`src/rtl/display_pkg.sv`:
```
// Shared types and constants for the seven-segment display scheduler.
// Source indices are 2 bits wide, so at most four sources are supported.
package display_pkg;

    typedef enum logic [1:0] {
        ST_IDLE   = 2'd0,
        ST_SHOW   = 2'd1,
        ST_MANUAL = 2'd2
    } state_t;

    localparam logic [12:0] NUM_MAX    = 13'd8191;
    localparam int          N_SRC_DEF  = 4;
    localparam int          DATA_W_DEF = 32;
    localparam int          IDX_W      = 2;

    // Index that follows idx in round-robin order over n sources.
    function automatic logic [IDX_W-1:0] wrap_inc(input logic [IDX_W-1:0] idx, input int n);
        return IDX_W'((int'(idx) + 1) % n);
    endfunction

endpackage

```
`src/rtl/disp_rr_pick.sv`:
```
// Combinational round-robin picker: the first requester at or after i_start
// wins, wrapping modulo N_SRC.
module disp_rr_pick
    import display_pkg::*;
#(
    parameter int N_SRC = N_SRC_DEF
) (
    input  logic [N_SRC-1:0] i_req,
    input  logic [IDX_W-1:0] i_start,
    output logic             o_found,
    output logic [IDX_W-1:0] o_idx
);

    logic [N_SRC-1:0] w_rot;

    // Bit k of w_rot is the request of source (i_start + k) mod N_SRC.
    assign w_rot   = N_SRC'({i_req, i_req} >> i_start);
    assign o_found = |i_req;

    // NOTE: every signal written in always_comb is given a default first so no latch is inferred.
    always_comb begin
        o_idx = i_start;
        for (int k = N_SRC - 1; k >= 0; k--) begin
            if (w_rot[k]) o_idx = IDX_W'((int'(i_start) + k) % N_SRC);
        end
    end

endmodule

```
`src/rtl/display_scheduler.sv`:
```
// Time-shares the 4-digit display between N_SRC value sources with
// round-robin dwell rotation and a manual override; drives the 13-bit num.
module display_scheduler
    import display_pkg::*;
#(
    parameter int N_SRC  = N_SRC_DEF,
    parameter int DATA_W = DATA_W_DEF,
    parameter int DWELL  = 100_000_000
) (
    input  logic                    clk,
    input  logic                    rst,
    input  logic [N_SRC-1:0]        req,
    input  logic [N_SRC*DATA_W-1:0] data,
    input  logic                    hold,
    input  logic                    manual_en,
    input  logic [IDX_W-1:0]        manual_sel,
    output logic [12:0]             num,
    output logic [IDX_W-1:0]        sel,
    output logic [N_SRC-1:0]        grant,
    output logic                    done,
    output logic                    ovf
);

    localparam int CNT_W = $clog2(DWELL);

    state_t             r_state;
    logic [CNT_W-1:0]   r_cnt;
    logic [IDX_W-1:0]   r_last_sel;
    logic [IDX_W-1:0]   r_sel;
    logic [N_SRC-1:0]   r_grant;
    logic [12:0]        r_num;
    logic               r_done;
    logic               r_ovf;

    state_t             w_state_nxt;
    logic [CNT_W-1:0]   w_cnt_nxt;
    logic [IDX_W-1:0]   w_last_nxt;
    logic [IDX_W-1:0]   w_sel_nxt;
    logic               w_show_nxt;
    logic               w_done_nxt;
    logic [IDX_W-1:0]   w_start;
    logic               w_found;
    logic [IDX_W-1:0]   w_pick;
    logic               w_cur_req;
    logic               w_expire;
    logic               w_manual_ok;
    logic [DATA_W-1:0]  w_value;
    logic               w_ovf_nxt;
    logic [12:0]        w_num_nxt;
    logic [N_SRC-1:0]   w_grant_nxt;

    // Leaving manual mode resumes rotation after the pinned source.
    assign w_start     = wrap_inc((r_state == ST_MANUAL) ? manual_sel : r_last_sel, N_SRC);
    assign w_cur_req   = |(req & r_grant);
    assign w_expire    = (r_state == ST_SHOW) && !hold && (r_cnt == CNT_W'(DWELL - 1));
    assign w_manual_ok = (int'(manual_sel) < N_SRC);

    disp_rr_pick #(.N_SRC(N_SRC)) u_pick (
        .i_req   (req),
        .i_start (w_start),
        .o_found (w_found),
        .o_idx   (w_pick)
    );

    always_comb begin
        w_state_nxt = r_state;
        w_cnt_nxt   = r_cnt;
        w_last_nxt  = r_last_sel;
        w_sel_nxt   = r_sel;
        w_show_nxt  = 1'b0;
        w_done_nxt  = 1'b0;

        if (manual_en) begin
            w_state_nxt = ST_MANUAL;
            w_cnt_nxt   = '0;
            w_sel_nxt   = manual_sel;
            w_show_nxt  = w_manual_ok;
        end else begin
            case (r_state)
                ST_SHOW: begin
                    if (w_expire || !w_cur_req) begin
                        // Expiry wins over a coincident release, so done still pulses.
                        w_done_nxt = w_expire;
                        w_cnt_nxt  = '0;
                        if (w_found) begin
                            w_sel_nxt  = w_pick;
                            w_last_nxt = w_pick;
                            w_show_nxt = 1'b1;
                        end else begin
                            w_state_nxt = ST_IDLE;
                        end
                    end else begin
                        w_show_nxt = 1'b1;
                        if (!hold) w_cnt_nxt = r_cnt + CNT_W'(1);
                    end
                end
                ST_IDLE, ST_MANUAL: begin
                    w_cnt_nxt = '0;
                    if (w_found) begin
                        w_state_nxt = ST_SHOW;
                        w_sel_nxt   = w_pick;
                        w_last_nxt  = w_pick;
                        w_show_nxt  = 1'b1;
                    end else begin
                        w_state_nxt = ST_IDLE;
                    end
                end
                default: w_state_nxt = ST_IDLE;
            endcase
        end
    end

    always_comb begin
        w_value = '0;
        for (int i = 0; i < N_SRC; i++) begin
            if (w_show_nxt && (w_sel_nxt == IDX_W'(i))) w_value = data[i*DATA_W +: DATA_W];
        end
    end

    // Any set bit above bit 12 means the value exceeds NUM_MAX.
    assign w_ovf_nxt   = |w_value[DATA_W-1:13];
    assign w_num_nxt   = w_ovf_nxt ? NUM_MAX : w_value[12:0];
    assign w_grant_nxt = w_show_nxt ? (N_SRC'(1) << w_sel_nxt) : '0;

    // NOTE: sequential state uses non-blocking assignments so every register samples pre-edge values.
    always_ff @(posedge clk) begin
        if (rst) begin
            r_state    <= ST_IDLE;
            r_cnt      <= '0;
            r_last_sel <= IDX_W'(N_SRC - 1);
            r_sel      <= '0;
            r_grant    <= '0;
            r_num      <= '0;
            r_done     <= 1'b0;
            r_ovf      <= 1'b0;
        end else begin
            r_state    <= w_state_nxt;
            r_cnt      <= w_cnt_nxt;
            r_last_sel <= w_last_nxt;
            r_sel      <= w_sel_nxt;
            r_grant    <= w_grant_nxt;
            r_num      <= w_num_nxt;
            r_done     <= w_done_nxt;
            r_ovf      <= w_ovf_nxt;
        end
    end

    assign num   = r_num;
    assign sel   = r_sel;
    assign grant = r_grant;
    assign done  = r_done;
    assign ovf   = r_ovf;

endmodule

```
`config.mk`:
```
export PLATFORM = sky130hd
export DESIGN_NAME = display_scheduler
export DESIGN_NICKNAME = d
export VERILOG_FILES = /design/src/rtl/display_pkg.sv /design/src/rtl/disp_rr_pick.sv /design/src/rtl/display_scheduler.sv
export SDC_FILE = /design/constraint.sdc
export NUM_CORES = 1
export LEC_CHECK = 0
export CORE_MARGIN = 2
export CORE_UTILIZATION = 42
export DETAILED_ROUTE_END_ITERATION = 7
export GPL_ROUTABILITY_DRIVEN = 0
export PLACE_DENSITY = 0.95
export SLEW_MARGIN = 20
export SYNTH_ARGS = -nofsm -noshare
export SYNTH_HDL_FRONTEND = slang
export SYNTH_HIERARCHICAL = 1
export SYNTH_SLANG_ARGS = --single-unit
```
`constraint.sdc`:
```
create_clock -name clk -period 5.4 [get_ports clk]
set_clock_uncertainty 0.05 [all_clocks]
set_input_delay 0.81 -clock clk [delete_from_list [all_inputs] [get_ports clk]]
set_output_delay 0.81 -clock clk [all_outputs]
set_load 0.005 [all_outputs]
```
==> results of run 1 <==
worst max-delay path, stage by stage:
cell	delay (ns)
clkdlybuf4s50_1	0.49
mux2i_1	0.41
xor2_1	0.37
nor3_1	0.10
a2111oi_0	0.33
nand2b_1	0.19
mux2_2	0.16
o21ai_0	0.13
mux2i_4	0.30
and2_1	0.47
a221o_1	0.56
o311ai_0	0.21
layout by cell type (no fill, tap or decap), types with 5 or more instances in the layout:
| cell type | n |
|---|---|
| nand2_1 | 26 |
| nand3_1 | 16 |
| nand2b_1 | 7 |
| dfxtp_1 | 52 |
| clkdlybuf4s50_1 | 158 |
| nor2b_1 | 10 |
| xor2_1 | 18 |
| nor4_1 | 19 |
| o21ai_0 | 20 |
| clkbuf_8 | 5 |
| nor2_1 | 48 |
| nor3_1 | 5 |
| a221oi_1 | 11 |
| a21oi_1 | 7 |
| o311ai_1 | 12 |
| nand4_1 | 7 |
through the flow:
| step | utilization | area, µm² |
|---|---|---|
| 2_1_floorplan | - | 2850 |
| 4_1_cts | 0.710 | 4590 |
| 3_5_place_dp | 0.690 | 4460 |
| 3_3_place_gp | 0.690 | 4460 |
| 6_report | 0.710 | 4590 |
| 5_1_grt | 0.710 | 4590 |
final timing paths:
| kind | start | end | cells past startpoint |
|---|---|---|---|
| max | manual_sel[0] | num[0] | 12 |
| min | r_last_sel[0] | r_last_sel[0] | 2 |
| max reg2reg | r_state[1] | num[0] | 12 |
| min reg2reg | r_last_sel[0] | r_last_sel[0] | 2 |
layout make-up:
type,instances,area share
flip-flops and latches,52,0.227
inverters,4,0.00327
clock buffers,5,0.0150
clock inverters,2,0.0131
multi-input cells,268,0.374
repair buffers,159,0.346
well taps,77,0.0210
cell usage after synthesis, drive strengths merged, types with 5 or more instances:
| master | number |
|---|---|
| nand4 | 7 |
| nand2b | 7 |
| clkbuf | 11 |
| xor2 | 18 |
| a21oi | 7 |
| nor2b | 10 |
| nand3 | 16 |
| nor3 | 5 |
| nor2 | 48 |
| dfxtp | 52 |
| o311ai | 13 |
| nand2 | 27 |
| nor4 | 21 |
| o21ai | 24 |
| a221oi | 12 |
registers in the layout, indices dropped and copies added, names as in the netlist:
register    cells
done            1
grant           4
num            13
ovf             1
r_cnt          27
r_last_sel      2
r_state         2
sel             2
power groups by stage:
stage	Sequential [W]	Clock (W)	Combinational [W]
after detailed placement	0.000445	0	0.000331
after floorplan	0.000444	0	0.000129
after CTS	0.000436	0.000307	0.000332
final	0.000436	0.000305	0.000334
after global placement	0.000444	0	0.000321
after global routing	0.000439	0.000325	0.000357
cell families after synthesis:
group                      count (synthesis)  synth area share
and+or+nand+nor                          164             0.307
AOI/OAI and AO/OA                         76             0.201
DFF                                       52             0.366
xor gates and xnor gates                  22            0.0677
buffers and inverters                     19            0.0308
muxes                                      5            0.0224
adders and majority gates                  1           0.00440
per-layer routing:
metal  global-route usage  part of all wire
met3               0.0695             0.072
met4                0.135             0.041
met1                0.279              0.36
met5                    0                 0
met2                0.487              0.52
==> results.toml, run 1 <==
[timing]
slew-limit-headroom = 0.394
worstMarginPinSlew_ns = 0.901
rsz0062_at_grt = "false"
holdWs_ns = 0.452
fmax_ghz = 0.226
fin_crit_sh = 0.821
tns_ns = 0
setup_viol = 0
slew_violations = 0
hold_viol = 0
fin_ws_ns = 0.968
layout_min_cycle_time_ns = 4.43

[logic_synthesis]
async_reset_ff_frac = 0
synth_nets = 478
synth.ff_latch_count = 52
synthCells = 339
synth_top_cell_by_area = "dfxtp_1"
synth-edff-count = 0
yosysWarnings = 6
synthTopCellsByArea = "dfxtp_1 (37%), nor2_1 (6.3%), xor2_1 (5.5%), nor4_1 (4.2%), o21ai_0 (3.7%)"
synth_area_um2 = 2850
synth_top_area_frac = 0.366
ys_types = 60
syn_avg_cell_area_um2 = 8.39
ys.flop_type = "dfxtp_1"
yosysSeqAreaShare = 0.366

[detailed_routing]
vias = 3278
drc = 0
first_pass_iters = 5
wl_per_cell_um = 17.4
viasPerCell = 5.78
ant_nets = 0
first_iter_violations = 154
routed_wl_mm = 9.88

[power]
vdd_drop_max_mv = 0.156
switching_share = 0.253
power_density_nw_per_um2 = 234
p_comb_frac = 0.311
intPower_w = 0.000802
leakage_nw = 1.60
finalPower_w = 0.00107
power.switching_w = 0.000272
seq_power_share = 0.406
p_clk_frac = 0.284

[flow_run]
maxCapViolations = 0

[floorplanning]
num_rows = 29
initial_utilization = 0.441
fp.dieH_um = 86.3
dieArea_um2 = 7450
io_pins = 159
die_w_um = 86.3
core_um2 = 6460

[layout]
seq_area_um2 = 1040
n_fill_cell = 493
syn_to_final_growth_pct = 61.2
layout.cells.non_filler = 567
nets = 629
multi_input_area_um2 = 1720
diodes = 0
drive_gt1_frac = 0.0490

[setup_path]
end_kind = "flip-flop"
cp.arrival_ns = 4.53
cp-start-kind = "primary input"
cp.required_ns = 5.50
ff2ff_setup_slack_ns = 1.29
worstSetupPathType = "in -> reg"
cp_max_fo = 14

[clocking]
htree_levels = 2
insertion_delay_ns = 0.29
cts_max_path_buffers = 2
post_cts_buffers = 0
hold_buffers = 0
cts_tree = "done"
cts.sinks = 52
cts-root-buf = "clkbuf_8"
cts_resized = 0
clk_pin_slew_ns = 0.09
numCtsBuffers = 5

[place]
placedCellCount = 560
post-place-ws_ns = 0.785
numPortBuffers = 158
dpl.hpwl_mm = 8.13

[grt]
grt_overflow = 0
grt_antenna_before_repair = 0
grt_pass1_wl_mm = 15.5
grt_util_all_layers = 0.266
grt_pass1_vias = 3311
grt_max_degree = 23

[outcome]
status = "completed"

[min_path]
hold_class = "reg -> reg"
Note: power is estimated with default switching activity, not from simulation.
==> run 2, diff against run 1 <==
--- a/config.mk
+++ b/config.mk
@@ -6,10 +6,10 @@
 export NUM_CORES = 1
 export LEC_CHECK = 0
 export CORE_MARGIN = 2
-export CORE_UTILIZATION = 42
+export CORE_UTILIZATION = 39
 export DETAILED_ROUTE_END_ITERATION = 7
 export GPL_ROUTABILITY_DRIVEN = 0
-export PLACE_DENSITY = 0.95
+export PLACE_DENSITY = 0.89
 export SLEW_MARGIN = 20
 export SYNTH_ARGS = -nofsm -noshare
 export SYNTH_HDL_FRONTEND = slang
==> constraint.sdc (replaced) <==
create_clock -name clk -period 4.5 [get_ports clk]
set_clock_uncertainty 0.05 [all_clocks]
set_input_delay 0.675 -clock clk [delete_from_list [all_inputs] [get_ports clk]]
set_output_delay 0.675 -clock clk [all_outputs]
set_load 0.005 [all_outputs]
==> run 2 against run 1 <==
Net effect:
- sequential power rose by 20%
- worst setup slack got worse by 0.30 ns
- global-route usage fell by 1.7 points
- flip-flop and latch count did not move
- sequential share of layout area fell by 0.11 points
- combinational power rose by 22%
- non-clock buffer count rose by 4
- clock power fell by 8.5%
- utilization fell by 6.8 points
- die area rose by 7.3%
- cell count rose by 4.8%
- largest cell class unchanged
==> results.toml, run 2 (synthesis results as in run 1) <==
[floorplanning]
die_w_um = 89.4
num_rows = 31
core_um2 = 7180
fp.dieH_um = 89.4
initial_utilization = 0.397
dieArea_um2 = 8000
io_pins = 159

[timing]
slew-limit-headroom = 0.613
hold_viol = 0
fin_ws_ns = 0.671
worstMarginPinSlew_ns = 0.576
fin_crit_sh = 0.851
slew_violations = 0
holdWs_ns = 0.452
setup_viol = 0
rsz0062_at_grt = "false"
fmax_ghz = 0.261
layout_min_cycle_time_ns = 3.83
tns_ns = 0

[grt]
grt_util_all_layers = 0.249
grt_max_degree = 23
grt_pass1_vias = 3338
grt_overflow = 0
grt_antenna_before_repair = 0
grt_pass1_wl_mm = 15.3

[flow_run]
maxCapViolations = 0

[clocking]
numCtsBuffers = 5
insertion_delay_ns = 0.30
clk_pin_slew_ns = 0.09
cts_tree = "done"
hold_buffers = 0
cts.sinks = 52
htree_levels = 2
cts_max_path_buffers = 2
post_cts_buffers = 0
cts-root-buf = "clkbuf_8"
cts_resized = 0

[power]
intPower_w = 0.000874
switching_share = 0.277
p_clk_frac = 0.231
leakage_nw = 1.60
power.switching_w = 0.000335
power_density_nw_per_um2 = 262
seq_power_share = 0.433
vdd_drop_max_mv = 0.124
finalPower_w = 0.00121
p_comb_frac = 0.336

[layout]
layout_commonest_cell = "clkdlybuf4s50_1"
drive_gt1_frac = 0.0566
final_cell_mix = "clkdlybuf4s50_1 (158), dfxtp_1 (52), nor2_1 (48)"
nets = 633
regMostFlops = "r_cnt"
syn_to_final_growth_pct = 62.0
fin_util = 0.642
largest_reg_flops = 27
n_fill_cell = 578
diodes = 0

[min_path]
hold_class = "reg -> reg"

[setup_path]
cp-start-kind = "primary input"
cp.arrival_ns = 3.92
cp.required_ns = 4.59
end_kind = "flip-flop"
cp_max_fo = 14
worstSetupPathType = "in -> reg"

[detailed_routing]
maxUsedRoutingLayer = "met4"
dr_wl_met2_mm = 5.25
ant_nets = 0
routed_wl_mm = 9.64
drc = 0
first_iter_violations = 175
wl_met3_um = 605
wl_per_cell_um = 16.2
first_pass_iters = 4
viasPerCell = 5.52
vias = 3276
met1_length_mm = 3.51

[outcome]
status = "completed"

[place]
dpl.hpwl_mm = 7.92
post-place-ws_ns = 0.407
numPortBuffers = 158
==> run 2: changes by cell type in the layout (fill, tap and decap cells not counted) <==
cell	previous run	this run
buf_4	1	5
bufinv_16	2	0
clkbuf_1	0	1
clkbuf_8	5	6
clkinvlp_4	0	1
==> run 2: cell type report <==
class                   count  area (µm²)  share of cell area
multi-input cells         268        1720               0.372
repair buffers            163        1620               0.351
flip-flops and latches     52        1040               0.226
well taps                  99         124              0.0269
clock buffers               7        86.3              0.0187
inverters                   4        15.0             0.00326
clock inverters             1        7.51             0.00163
==> run 2: stage by stage <==
step                instance area [µm²]  cells
floorplan                          2850    339
global placement                   4520    586
detailed placement                 4520    586
CTS                                4610    594
global route                       4610    594
finish                             4610    594
==> run 2: layer usage <==
metal | GRT usage | vias up
li1 | - | 1578
met1 | 0.273 | 1495
met2 | 0.469 | 173
met3 | 0.0471 | 30
met4 | 0.0936 | 0
met5 | 0 | -
==> run 2: worst paths after layout <==
path / slack, ns / end / startpoint / cells after the start
max: 0.67 / num[0] / manual_sel[0] / 12
min: 0.45 / r_last_sel[0] / r_last_sel[0] / 2
max reg2reg: 0.81 / num[0] / r_state[1] / 12
min reg2reg: 0.45 / r_last_sel[0] / r_last_sel[0] / 2
==> run 2: worst max-delay path: stages <==
cell             delay (ns)
clkdlybuf4s50_1        0.47
mux2i_1                0.35
xor2_1                 0.35
nor3_1                 0.07
a2111oi_0              0.32
nand2b_1               0.20
mux2_2                 0.16
o21ai_0                0.12
mux2i_4                0.29
and2_1                 0.20
a221o_1                0.48
o311ai_0               0.22
==> run 2: power groups by stage <==
stage          Clock, W  Combinational, W  Sequential (W)
2_1_floorplan         0          0.000155        0.000533
3_3_place_gp          0          0.000390        0.000535
3_5_place_dp          0          0.000402        0.000535
4_1_cts        0.000281          0.000404        0.000525
5_1_grt        0.000302          0.000436        0.000527
6_report       0.000279          0.000406        0.000523
